File: src/rtl/wifi_rx_demapper_16qam.sv
// wifi_rx_demapper_16qam: 16-QAM hard/soft demapper, 2-stage pipeline into an FWFT output FIFO.
module wifi_rx_demapper_16qam #(
    parameter int THRESH     = 324,
    parameter int FIFO_DEPTH = 4,
    parameter int LLR_W      = 5
) (
    input  logic                 clk,
    input  logic                 reset,
    input  logic                 valid_in,
    input  logic [11:0]          data_in_real,
    input  logic [11:0]          data_in_imag,
    output logic                 in_ready,
    output logic                 valid_out,
    input  logic                 ready_out,
    output logic [3:0]           data_out,
    output logic [4*LLR_W-1:0]   llr_out,
    output logic                 overflow,
    output logic [15:0]          sym_count
);
    localparam int AW = $clog2(FIFO_DEPTH);
    localparam logic signed [13:0] SAT_HI = 14'(2**(LLR_W-1)-1);
    localparam logic signed [13:0] SAT_LO = ~SAT_HI;
    localparam logic signed [13:0] TH = 14'(THRESH);

    logic                     s1_valid;
    logic signed [12:0]       s1_re, s1_im, in_re, in_im;
    logic [12:0]              s1_are, s1_aim, in_are, in_aim;
    logic [AW:0]              count;
    logic [AW-1:0]            wptr, rptr;
    logic [3:0]               mem_d [FIFO_DEPTH];
    logic [4*LLR_W-1:0]       mem_l [FIFO_DEPTH];
    logic                     accept, rd;
    logic signed [13:0]       xr, xi, dr, di;
    logic [3:0]               wr_d;
    logic [4*LLR_W-1:0]       wr_l;

    function automatic logic signed [LLR_W-1:0] sat(input logic signed [13:0] v);
        return v > SAT_HI ? SAT_HI[LLR_W-1:0] : v < SAT_LO ? SAT_LO[LLR_W-1:0] : v[LLR_W-1:0];
    endfunction

    // Reserving a slot for the sample already in stage 1 keeps ready_out off this path.
    assign in_ready  = ~reset & (({1'b0, count} + (AW+2)'(s1_valid)) < (AW+2)'(FIFO_DEPTH));
    assign accept    = valid_in & in_ready;
    assign valid_out = count != 0;
    assign rd        = valid_out & ready_out;
    assign data_out  = valid_out ? mem_d[rptr] : '0;
    assign llr_out   = valid_out ? mem_l[rptr] : '0;

    assign in_re  = 13'($signed(data_in_real));
    assign in_im  = 13'($signed(data_in_imag));
    assign in_are = in_re[12] ? 13'(-in_re) : in_re;
    assign in_aim = in_im[12] ? 13'(-in_im) : in_im;

    assign xr   = 14'(s1_re);
    assign xi   = 14'(s1_im);
    assign dr   = TH - $signed({1'b0, s1_are});
    assign di   = TH - $signed({1'b0, s1_aim});
    assign wr_d = {~s1_re[12], s1_are < 13'(THRESH), ~s1_im[12], s1_aim < 13'(THRESH)};
    assign wr_l = {sat(xr >>> 5), sat(dr >>> 5), sat(xi >>> 5), sat(di >>> 5)};

    always_ff @(posedge clk) begin
        if (reset) begin
            s1_valid  <= 1'b0;
            count     <= '0;
            wptr      <= '0;
            rptr      <= '0;
            overflow  <= 1'b0;
            sym_count <= '0;
        end else begin
            s1_valid <= accept;
            if (accept) begin
                s1_re  <= in_re;
                s1_im  <= in_im;
                s1_are <= in_are;
                s1_aim <= in_aim;
            end
            if (valid_in & ~in_ready) overflow <= 1'b1;
            if (s1_valid) begin
                mem_d[wptr] <= wr_d;
                mem_l[wptr] <= wr_l;
                wptr        <= wptr + 1'b1;
            end
            if (rd) begin
                rptr      <= rptr + 1'b1;
                sym_count <= sym_count + 16'd1;
            end
            count <= count + (AW+1)'(s1_valid) - (AW+1)'(rd);
        end
    end
endmodule

File: config.mk
export PLATFORM = sky130hd
export DESIGN_NAME = wifi_rx_demapper_16qam
export DESIGN_NICKNAME = d
export VERILOG_FILES = /design/src/rtl/wifi_rx_demapper_16qam.sv
export SDC_FILE = /design/constraint.sdc
export NUM_CORES = 1
export LEC_CHECK = 0
export ABC_AREA = 1
export BUFFER_PORTS_ARGS = -buffer_cell sky130_fd_sc_hd__clkbuf_2
export CELL_PAD_IN_SITES_DETAIL_PLACEMENT = 1
export CELL_PAD_IN_SITES_GLOBAL_PLACEMENT = 1
export CORE_ASPECT_RATIO = 0.5
export CORE_MARGIN = 10
export CORE_UTILIZATION = 33
export DETAILED_ROUTE_END_ITERATION = 16
export PLACE_DENSITY_LB_ADDON = 0.3
export SETUP_SLACK_MARGIN = 0.02
export SLEW_MARGIN = 25
export SYNTH_ARGS = -nofsm -noshare
export SYNTH_HDL_FRONTEND = slang
export SYNTH_SLANG_ARGS = --single-unit
File: constraint.sdc
create_clock -name clk -period 3.85 [get_ports clk]
set_input_delay 0.77 -clock clk [delete_from_list [all_inputs] [get_ports clk]]
set_output_delay 0.77 -clock clk [all_outputs]
set_load 0.01 [all_outputs]
After elaboration in Yosys (flattened, before gate mapping) --
Memories as Yosys holds them, arrays and structs flattened. A register that Yosys moved wholly into a read port is not among the register bits. Cells that the tools add are included.
Operators by class: mux-type cells 19, reductions and logical operators 2, bitwise logic cells 8, $lt $le $gt $ge 11, add/sub/neg operators 10
Operators by type and width (count):
- $mux W5 | 8
- $sub A9 B13 Y14 const A | 2
- $lt A13 B9 Y1 const B | 2
- $neg A12 Y13 | 2
- $mux W11 | 2
- $mux W20 | 1
- $gt A9 B5 Y1 const B | 2
- $lt A9 B5 Y1 const B | 2
- $add A16 B1 Y16 const B | 1
- $gt A7 B5 Y1 const B | 2
- $lt A7 B5 Y1 const B | 2
- $mux W2 | 4
- $add A2 B1 Y2 const B | 2
- $add A3 B1 Y4 | 1
- $and A1 B1 Y1 | 4
- $lt A4 B3 Y1 const B | 1
- $mux W4 | 1
- $not A1 Y1 | 4
- $add A3 B1 Y3 | 1
- $mux W1 | 3
- $reduce_bool A3 Y1 | 1
- $sub A3 B1 Y3 | 1
- $reduce_and A2 Y1 | 1
Word-level totals: bits in registers 75, input port bits 28, output and inout bits 43, word-level logic and storage cells 64, RAM bits 96, memories kept 2
Memories:
- mem_l | words 4, width 20, read ports 1, clocked after Yosys merged registers in 1, wr ports 1, RTL line 31 | logic [4*LLR_W-1:0] mem_l [FIFO_DEPTH];
- mem_d | words 4, width 4, read ports 1, clocked after Yosys merged registers in 1, wr ports 1, RTL line 30 | logic [3:0] mem_d [FIFO_DEPTH];

Longest topological paths before layout --
Gate-level depths: netlist of the first run.
depth in word-level cells 5, mapped depth 11, depth with buffers taken out 10

Least setup slack after synthesis of the first run --
No wires, ideal clock.
path kind input to register, start input port reset, end register s1_aim[10] (enable), library setup time 0.437 ns, stages 3, required time 3.413 ns, buffers on the path 0, setup slack 0.717 ns, data arrival time 2.696 ns, path through inv_1 > nand3_1 > nor2_1
Between the ends: longest elaborated chain between the ends 4
RTL lines:
- start: declaration | RTL line 8 | input logic reset,
- $not A1 Y1 (no line) (*)
- $and A1 B1 Y1 | RTL line 42 | assign in_ready = ~reset & (({1'b0, count} + (AW+2)'(s1_valid)) < (AW+2)'(FIFO_DEPTH));
- $and A1 B1 Y1 | RTL line 43 | assign accept = valid_in & in_ready;
- $reduce_and A2 Y1 (no line) (*)
- end signal: assignment | RTL line 75 | s1_aim <= in_aim;
- end: declaration | RTL line 27 | logic [12:0] s1_are, s1_aim, in_are, in_aim;
Mark *: on every way between the ends. The rest lies on a longest branch, timed or not. A chain may end at the register's enable or synchronous reset.

==> run summary, run 1 <==
status -> complete, no violations
sequential share of the synthesized area -> 0.638
unrepaired setup endpoints after global routing -> false
DRC errors left -> 0
number of global-route vias before repair -> 5432
post-synthesis cell area -> 7250 µm²
wire length per cell -> 16.4 µm
Ys Warns -> 0
Period Utilization, post-route -> 0.728
Syn Area/Cell -> 10.2 µm²
Sum Neg Setup Slack -> 0 ns
xor and xnor area share after synthesis -> 0.0314
Post-DRT Antenna Nets -> 0
Final Cell Area -> 8560 µm²
Max Cap Viol -> 0
Synth Area in Compound Gates -> 0.0948
crit path DAT -> 2.03 ns
clk buf depth -> 2
CTS tree -> done
GR Overflow Total -> 0
worst reg2reg path endpoint -> count[2]
Worst Skew -> 0.0114 ns
I/O pin count -> 71
crit path buf inv count -> 2
Hold Buf Count CTS -> 0
Tightest Pin Transition -> 0.924 ns
clock root cell -> clkbuf_16
first-pass GRT wire length -> 29.0 mm
Crit Path Max Fanout -> 48
end of the critical path -> llr_out[19]
Pins Over Slew Limit -> 0
full die area -> 28600 µm²
mux cell area share after synthesis -> 0
HP Class -> reg -> reg
# diodes -> 0
synthesis-stage register bit count -> 163
Syn Inst Count -> 712
Initial Utilization -> 0.335
Die H -> 125 µm
Routability Congestion -> 0.868
num rows -> 38
share of layout cells above drive strength 1 -> 0.158
crit end category -> output port
total number of vias -> 5134
CTS H-Tree Depth -> 4
hpwl dp -> 12.1 mm
leakage -> 3.24 nW
cell breakdown of the critical path -> buf_4 > nor2_1 > nor2_1 > o21ai_0 > a21oi_1 > clkbuf_2
DP Area -> 7970 µm²
Most common cell on crit path -> nor2_1
adder-cell share of the synthesized area -> 0.0200
Max IR drop VDD -> 291 µV
Final min period -> 2.80 ns
die width -> 230 µm
post-CTS setup buffer count -> 0
clk sink count -> 163
drt pass-1 iters -> 4
initial antenna violation count -> 0
CP required -> 3.08 ns
crit-path max cell delay -> 0.47 ns
R2R cell count -> 10
Synth Flop Type -> edfxtp_1
final setup violation count -> 0
area growth from synthesis to layout -> 18.2%
fmax -> 357 MHz
total wire length -> 18.0 mm
ys async rst share -> 0
Power Dens Cells -> 567 nW/µm²
DR vias/cell -> 4.67
Final Hold Vio Count -> 0
Startpoint Class -> flip-flop
WP depth -> 6
Nets -> 826
Crit Reg-Reg Startpoint -> count[1]
fraction of the mapped netlist area in simple logic gates -> 0.162
CP top delay family -> buffers and inverters
Worst Hold Slack -> 0.471 ns
EDFF count, synth -> 136
Max-slew headroom -> 0.384
GRT Total Usage -> 0.126
core area -> 21600 µm²
library cells used by synthesis -> 36
First DRT Iteration DRCs -> 234
Clock transition at path regs -> 0.07 ns
clock insertion delay at the later pin of the skew report -> 0.42 ns
PortBufs -> 70
cts bufs inserted -> 17
CP max-delay cell -> buf_4
WS Path Type -> reg -> out
post-CTS resize count -> 0
largest net degree at the start of global routing -> 49
Reg2Reg Setup Slack -> 1.40 ns
largest family of logic cells by synthesized area -> simple AND/OR/NAND/NOR gates
registers in the layout, summed over array words and instances (netlist names), 2 cells and up, named ones only:
name / flops
count: 3
mem_d: 16
mem_l: 80
rptr: 2
s1_aim: 12
s1_are: 12
s1_im: 8
s1_re: 8
sym_count: 16
wptr: 2
layout by cell type, fill, tap and decap left out, types with 3 or more instances in the layout:
| master | count |
|---|---|
| dfxtp_1 | 27 |
| nor4_1 | 5 |
| nor3_1 | 10 |
| clkbuf_16 | 17 |
| nand4_1 | 4 |
| edfxtp_1 | 136 |
| a21oi_1 | 54 |
| nor2_1 | 156 |
| nor2_2 | 5 |
| nand3_1 | 24 |
| xnor2_1 | 8 |
| xor2_1 | 18 |
| nor2_4 | 3 |
| inv_2 | 4 |
| a31oi_1 | 4 |
| ha_1 | 10 |
| o21ai_0 | 66 |
| inv_6 | 4 |
| buf_4 | 7 |
| nand2_1 | 65 |
| clkbuf_2 | 70 |
| inv_1 | 72 |
tightest hold or removal path, stage by stage (launching register included):
cell	delay, ns
dfxtp_1	0.33
a21oi_1	0.04
nor2_1	0.07
synth_stat cells (2+ instances only):
library cell  count  share of area
inv_2             4         0.0021
a31oi_1           4         0.0035
nand4_1           4         0.0035
nor3b_1           2         0.0021
nand2_1          65          0.034
nand2_2           2         0.0017
xor2_1           18          0.022
edfxtp_1        136           0.56
o21ai_0          66          0.046
inv_1            72          0.037
nor3_2            2         0.0028
ha_1             10          0.017
dfxtp_1          27          0.075
nor2_1          161          0.083
nor4_1            5         0.0043
nor2_4            2         0.0031
xnor2_1           8         0.0097
clkbuf_1         18         0.0093
nor3_1           10         0.0069
buf_2             4         0.0028
a21oi_1          54          0.037
nand3_1          24          0.017
logic make-up after synthesis:
group | Yosys count
flops | 163
other cells | 1
compound gates | 132
simple gates | 280
buf+inv | 99
fa+ha+maj | 11
xor+xnor | 26
per-layer routing:
metal	wire length, µm	track usage	vias to the layer above
met5	0	0	-
met4	280	0.0376	0
met3	769	0.0307	21
met2	8450	0.210	78
met1	8530	0.160	2484
li1	-	-	2551
report_power, final:
group	switching (mW)	total, mW	internal (mW)
Combinational	0.718	1.04	0.326
Clock	0.732	1.71	0.974
Sequential	0.0696	2.10	2.03
Total	1.52	4.85	3.33
per-stage QoR:
stage / setup slack [ns] / utilization / total power, mW / instances
final: 1.05 / 0.396 / 4.85 / 1099
after detailed placement: 0.998 / 0.368 / 3.21 / 1068
after global routing: 0.859 / 0.396 / 5.12 / 1099
after floorplan: 0.717 / - / 2.78 / 713
after global placement: 1.10 / 0.368 / 3.19 / 1068
after CTS: 1.03 / 0.396 / 4.92 / 1099
cell type report:
cell class,count,area [µm²]
Clock buffer,17,425
Clock inverter,14,170
Fill cell,2443,13100
Inverter,76,285
Multi-Input combinational cell,451,2260
Sequential cell,163,4620
Tap cell,300,375
Timing Repair Buffer,78,423
how the worst min path moves through the flow:
stage	startpoint	end	cells after the start
detailed placement	overflow	overflow	2
CTS	overflow	overflow	2
global placement	rptr[0]	rptr[0]	1
floorplan	rptr[1]	flip-flop	2
finish	overflow	overflow	2
global route	overflow	overflow	2
No activity file was read; power rests on OpenSTA's default activity.
==> run 2, diff against run 1 <==
- clock period: 3.85 -> 2.7 ns (I/O delays scaled with it)
==> run summary, run 2 (synthesized netlist as in run 1, its figures left out) <==
status -> complete, no violations
Max Cap Viol -> 0 (unchanged)
max reg flops -> 80 (unchanged)
Final min period -> 2.44 ns
full die area -> 28600 µm² (unchanged)
Fillers -> 2464 (+0.86%)
crit path buf inv count -> 2 (unchanged)
Max-slew headroom -> 0.419 (+0.0350)
Pins Over Slew Limit -> 0 (unchanged)
clock insertion delay at the later pin of the skew report -> 0.43 ns (about the same)
most frequent cells in the layout -> nor2_1 (156), edfxtp_1 (136), inv_1 (72)
die width -> 230 µm (unchanged)
cell breakdown of the critical path -> buf_4 > nor2_1 > nor2_1 > o21ai_0 > a21oi_1 > clkbuf_2
Power Dens Cells -> 804 nW/µm² (+42%)
total wire length -> 18.0 mm (-0.23%)
WP depth -> 6 (unchanged)
Reg area -> 4620 µm² (unchanged)
clock root cell -> clkbuf_16
WS Path Type -> reg -> out
Biggest register -> mem_l
Clock transition at path regs -> 0.07 ns (about the same)
Post-DRT Antenna Nets -> 0 (unchanged)
unrepaired setup endpoints after global routing -> false
area growth from synthesis to layout -> 19.0%
largest registers -> mem_l x80, mem_d x16, sym_count x16
crit end category -> output port
HP Class -> in -> reg
Nets -> 829 (+0.36%)
Sum Neg Setup Slack -> 0 ns (unchanged)
clk buf depth -> 2 (unchanged)
Multi-input gate area -> 2260 µm² (unchanged)
CP top delay family -> buffers and inverters
cts bufs inserted -> 17 (unchanged)
# diodes -> 0 (unchanged)
share of layout cells above drive strength 1 -> 0.162 (+0.00420)
I/O pin count -> 71 (unchanged)
CP max-delay cell -> dfxtp_1
wire length per cell -> 16.3 µm (-0.59%)
number of global-route vias before repair -> 5351 (-1.5%)
Routability Congestion -> 0.812 (-6.5%)
setup ws final -> 0.258 ns (-0.789 ns)
hpwl dp -> 12.6 mm (+4.1%)
DP Worst Slack -> 0.590 ns (-0.408 ns)
most common cell after layout, fill and taps aside -> nor2_1
final setup violation count -> 0 (unchanged)
core area -> 21600 µm² (unchanged)
Worst Skew -> 0.00794 ns (-0.00345 ns)
Most common cell on crit path -> nor2_1
num rows -> 38 (unchanged)
total number of vias -> 5172 (+0.74%)
Crit Path Max Fanout -> 32 (-33%)
Final Hold Vio Count -> 0 (unchanged)
GR Overflow Total -> 0 (unchanged)
fmax -> 409 MHz
Period Utilization, post-route -> 0.905
Worst Hold Depth -> 1 (-1)
CTS H-Tree Depth -> 4 (unchanged)
first-pass GRT wire length -> 28.6 mm (-1.4%)
initial antenna violation count -> 0 (unchanged)
CTS tree -> done
DRC errors left -> 0 (unchanged)
GRT Total Usage -> 0.127 (+0.000201)
Die H -> 125 µm (unchanged)
Initial Utilization -> 0.335 (unchanged)
Tightest Pin Transition -> 0.871 ns (-0.0525 ns)
R2R cell count -> 5 (-5)
Max IR drop VDD -> 463 µV (+59%)
post-CTS setup buffer count -> 0 (unchanged)
Startpoint Class -> flip-flop
Hold Buf Count CTS -> 0 (unchanged)
post-layout util -> 0.399 (+0.00283)
crit path DAT -> 1.90 ns (-0.13 ns)
First DRT Iteration DRCs -> 212 (-9.4%)
leakage -> 3.26 nW (+0.71%)
post-CTS resize count -> 0 (unchanged)
PortBufs -> 70 (unchanged)
crit-path max cell delay -> 0.41 ns (-0.06 ns)
drt pass-1 iters -> 4 (unchanged)
clk sink count -> 163 (unchanged)
DR vias/cell -> 4.69 (+0.37%)
CP required -> 2.16 ns (-0.92 ns)
largest net degree at the start of global routing -> 49 (unchanged)
-- run 2: cell types whose count changed in the layout (fill, tap and decap cells not counted), sizes merged --
| cell | delta |
|---|---|
| buf | +3 |
| inv | +1 |
| clkbuf | +1 |
| clkinvlp | +1 |
| clkinv | -2 |
-- run 2: power breakdown --
group | internal (mW) | switching, mW | total [mW] | leakage [nW]
Combinational | 0.485 | 1.01 | 1.49 | 1.52
Sequential | 2.90 | 0.0999 | 3.00 | 1.46
Clock | 1.39 | 1.05 | 2.44 | 0.284
-- run 2: routing by layer --
| layer | part of all wire | track usage | routed length (µm) |
|---|---|---|---|
| met1 | 0.46 | 0.157 | 8320 |
| met2 | 0.49 | 0.210 | 8830 |
| met3 | 0.035 | 0.0343 | 636 |
| met4 | 0.012 | 0.0391 | 210 |
| met5 | 0 | 0 | 0 |
-- run 2: path summary, 6_finish.rpt --
kind	startpoint	endpoint	slack (ns)
max	flip-flop	llr_out[9]	0.26
min	data_in_real[0]	s1_re[0]	0.32
max reg2reg	s1_re[0]	mem_d[0][2]	0.75
min reg2reg	overflow	overflow	0.47
-- run 2: cell type report --
cell class | count | area share
clock buffers | 18 | 0.0498
clock inverters | 14 | 0.0192
inverters | 76 | 0.0334
multi-input cells | 451 | 0.262
flip-flops and latches | 163 | 0.536
well taps | 300 | 0.0435
repair buffers | 81 | 0.0560
-- run 2: worst reg2reg max path: cells and delay by family, from the launching register on --
| family | cells | cell delay, ns |
|---|---|---|
| compound gates | 2 | 0.92 |
| flops | 1 | 0.38 |
| simple gates | 2 | 0.31 |
| buf+inv | 1 | 0.06 |
-- run 2: per-stage QoR --
step | cell area (µm²) | hold slack [ns] | total power [mW] | instances
global route | 8620 | 0.290 | 7.33 | 1103
CTS | 8620 | 0.297 | 7.04 | 1103
global placement | 8030 | 0.454 | 4.55 | 1071
finish | 8620 | 0.315 | 6.94 | 1103
detailed placement | 8030 | 0.464 | 4.59 | 1071
floorplan | 7250 | 0.436 | 3.96 | 713
==> run 3, diff against run 2 <==
- ABC_AREA: 1 -> unset
==> run summary, run 3 <==
status -> complete, no violations
num rows -> 37 (-2.6%)
leakage -> 2.90 nW (-11%)
Crit Path Max Fanout -> 24 (-25%)
Initial Utilization -> 0.339 (+0.00435)
CP max-delay cell -> mux4_2
DRC errors left -> 0 (unchanged)
Post-Place Cells -> 827 (-23%)
total number of vias -> 4156 (-20%)
CTS tree -> done
Biggest register -> mem_l
most common cell after layout, fill and taps aside -> edfxtp_1
library cells used by synthesis -> 51 (+42%)
Hold Buf Count CTS -> 0 (unchanged)
WS Path Type -> reg -> out
drt pass-1 iters -> 4 (unchanged)
top cell type's share of synthesized area -> 0.580 (+0.0167)
max reg flops -> 80 (unchanged)
post-synthesis cell area -> 7040 µm² (-2.9%)
most numerous cell in the Yosys netlist -> edfxtp_1
CP top delay family -> multiplexers
largest net degree at the start of global routing -> 41 (-16%)
Power Dens Cells -> 844 nW/µm² (+4.9%)
worst reg2reg path endpoint -> count[2]
Max-slew headroom -> 0.634 (+0.216)
Startpoint Class -> flip-flop
EDFF count, synth -> 136 (unchanged)
Final Non-Filler Cells -> 859 (-22%)
full die area -> 27900 µm² (-2.5%)
Routability Congestion -> 0.754 (-7.1%)
area growth from synthesis to layout -> 19.5%
met3 GRT Util -> 0.0317 (-0.00266)
crit path DAT -> 1.87 ns (-0.03 ns)
Final min period -> 2.41 ns (-0.0295 ns)
grt met1 use -> 0.141 (-0.0161)
R2R cell count -> 9 (+4)
Syn Area/Cell -> 14.3 µm² (+41%)
wire length per cell -> 17.5 µm (+7.2%)
GR Overflow Total -> 0 (unchanged)
crit-path max cell delay -> 0.55 ns (+0.14 ns)
share of layout cells above drive strength 1 -> 0.265 (+0.103)
clk sink count -> 163 (unchanged)
Commonest cells post-synth -> edfxtp_1 (136), nor2_1 (48), nand2_1 (30)
Worst Hold Slack -> 0.341 ns (+0.0258 ns)
Worst Hold Depth -> 1 (unchanged)
clk buf depth -> 2 (unchanged)
CTS H-Tree Depth -> 4 (unchanged)
Hold EP -> s1_re[0]
most frequent cells in the layout -> edfxtp_1 (136), clkbuf_2 (70), nor2_1 (48)
CP required -> 2.16 ns (about the same)
Clock transition at path regs -> 0.07 ns (about the same)
clock root cell -> clkbuf_16
synthesis-stage register bit count -> 163 (unchanged)
Pins Over Slew Limit -> 0 (unchanged)
initial antenna violation count -> 0 (unchanged)
fmax -> 414 MHz (+1.2%)
Ys Warns -> 0 (unchanged)
die width -> 227 µm (-1.3%)
Post-DRT Antenna Nets -> 0 (unchanged)
hpwl dp -> 10.3 mm (-18%)
DP Area -> 7790 µm² (-2.9%)
DR vias/cell -> 4.84 (+3.2%)
cts bufs inserted -> 17 (unchanged)
# diodes -> 0 (unchanged)
Reg2Reg Setup Slack -> 0.43 ns (-0.32 ns)
M2 GR Usage -> 0.177 (-0.0336)
cell taking the most area after synthesis -> edfxtp_1
cell breakdown of the critical path -> buf_12 > mux4_2 > nor2b_1 > clkbuf_2
Syn Inst Count -> 492 (-31%)
Worst Skew -> 0.0103 ns (+0.00241 ns)
Area contributors post-synth -> edfxtp_1 (58%), dfxtp_1 (7.7%), mux4_2 (7.7%)
Sum Neg Setup Slack -> 0 ns (unchanged)
first-pass GRT wire length -> 23.8 mm (-17%)
HP Class -> in -> reg
Final Cell Area -> 8410 µm² (-2.5%)
PortBufs -> 70 (unchanged)
GRT Total Usage -> 0.111 (-0.0159)
Synth Flop Type -> edfxtp_1
largest registers -> mem_l x80, mem_d x16, sym_count x16
worst hold start -> data_in_real[0]
Die H -> 123 µm (-1.2%)
total wire length -> 15.0 mm (-17%)
ys async rst share -> 0 (unchanged)
Crit Reg-Reg Startpoint -> count[1]
final setup violation count -> 0 (unchanged)
crit path buf inv count -> 2 (unchanged)
core area -> 20700 µm² (-4.1%)
Period Utilization, post-route -> 0.894 (-0.0109)
sequential share of the synthesized area -> 0.657 (+0.0190)
First DRT Iteration DRCs -> 213 (+0.47%)
Power Total -> 7.10 mW (+2.3%)
Max Cap Viol -> 0 (unchanged)
Final Hold Vio Count -> 0 (unchanged)
gr busiest metal -> met2
number of global-route vias before repair -> 4357 (-19%)
Nets -> 612 (-26%)
I/O pin count -> 71 (unchanged)
unrepaired setup endpoints after global routing -> false
clock insertion delay at the later pin of the skew report -> 0.43 ns (about the same)
Max IR drop VDD -> 456 µV (-1.5%)
crit end category -> output port
Tightest Pin Transition -> 0.548 ns (-0.324 ns)
[run 3: changes by cell type in the layout (fill, tap and decap cells not counted), moves of 24 or more]
cell,before,now
mux4_2,0,24
nor2b_1,0,28
o21ai_0,66,10
nand2_1,65,30
inv_1,72,18
a21oi_1,54,17
nor2_1,156,48
[run 3: layer usage]
layer / routed length, µm / up-vias
met1: 7230 / 2092
met5: 0 / -
met2: 7070 / 56
met4: 234 / 0
met3: 488 / 18
li1: - / 1990
[run 3: report_power, final]
part / leakage, nW / internal (mW) / total (mW) / switching [mW]
logic: 1.13 / 0.756 / 1.62 / 0.864
registers: 1.47 / 2.90 / 3.02 / 0.122
clock network: 0.300 / 1.34 / 2.46 / 1.12
total: 2.90 / 4.99 / 7.10 / 2.11
[run 3: cell type report]
class	instances	area (µm²)
fill	2161	12300
sequential	163	4620
multi-input combinational	290	2280
timing repair buffer	82	478
clock buffer	17	425
tap	273	342
clock inverter	15	188
inverter	19	71.3
[run 3: cells by family after synthesis]
kind of cell	synth area share
multiplexers	0.0830
adder cells (fa/ha/maj)	0.0206
AO/OA/AOI/OAI	0.0503
other	0.000533
buffers and inverters	0.0222
AND/OR/NAND/NOR	0.124
flip-flops	0.657
XOR/XNOR	0.0423
[run 3: how the worst max path moves through the flow]
stage                         start     endpoint  slack [ns]  depth (start not counted)
CTS                        count[1]  data_out[2]        0.07                          4
finish                    flip-flop  llr_out[18]        0.29                          4
floorplan                     reset   s1_aim[10]        0.42                          2
global placement    data_in_real[0]   s1_are[10]        0.49                          7
detailed placement  data_in_imag[0]    s1_aim[8]        0.40                          7
global route              flip-flop   llr_out[8]        0.20                          4
[run 3: worst reg2reg max path, cell delays in order, from the launching register on]
cell and delay, ns:
dfxtp_1 0.40, o31ai_2 0.47, clkinv_1 0.17, ha_1 0.29, inv_1 0.06, ha_1 0.13
inv_1 0.05, fa_1 0.37, xnor2_1 0.16, nor2_1 0.05
[run 3: what timing repair did]
| item | 4_1_cts | 5_1_grt |
|---|---|---|
| gates resized for setup | 0 | 1 |
| endpoints found under the setup margin | 0 | 14 |
| hold endpoints to repair | 0 | 0 |
| setup buffers | 0 | 0 |
[run 3: stage by stage]
step / worst slack [ns] / util
2_1_floorplan: 0.425 / -
3_3_place_gp: 0.489 / 0.376
3_5_place_dp: 0.397 / 0.376
4_1_cts: 0.0699 / 0.405
5_1_grt: 0.197 / 0.406
6_report: 0.287 / 0.406
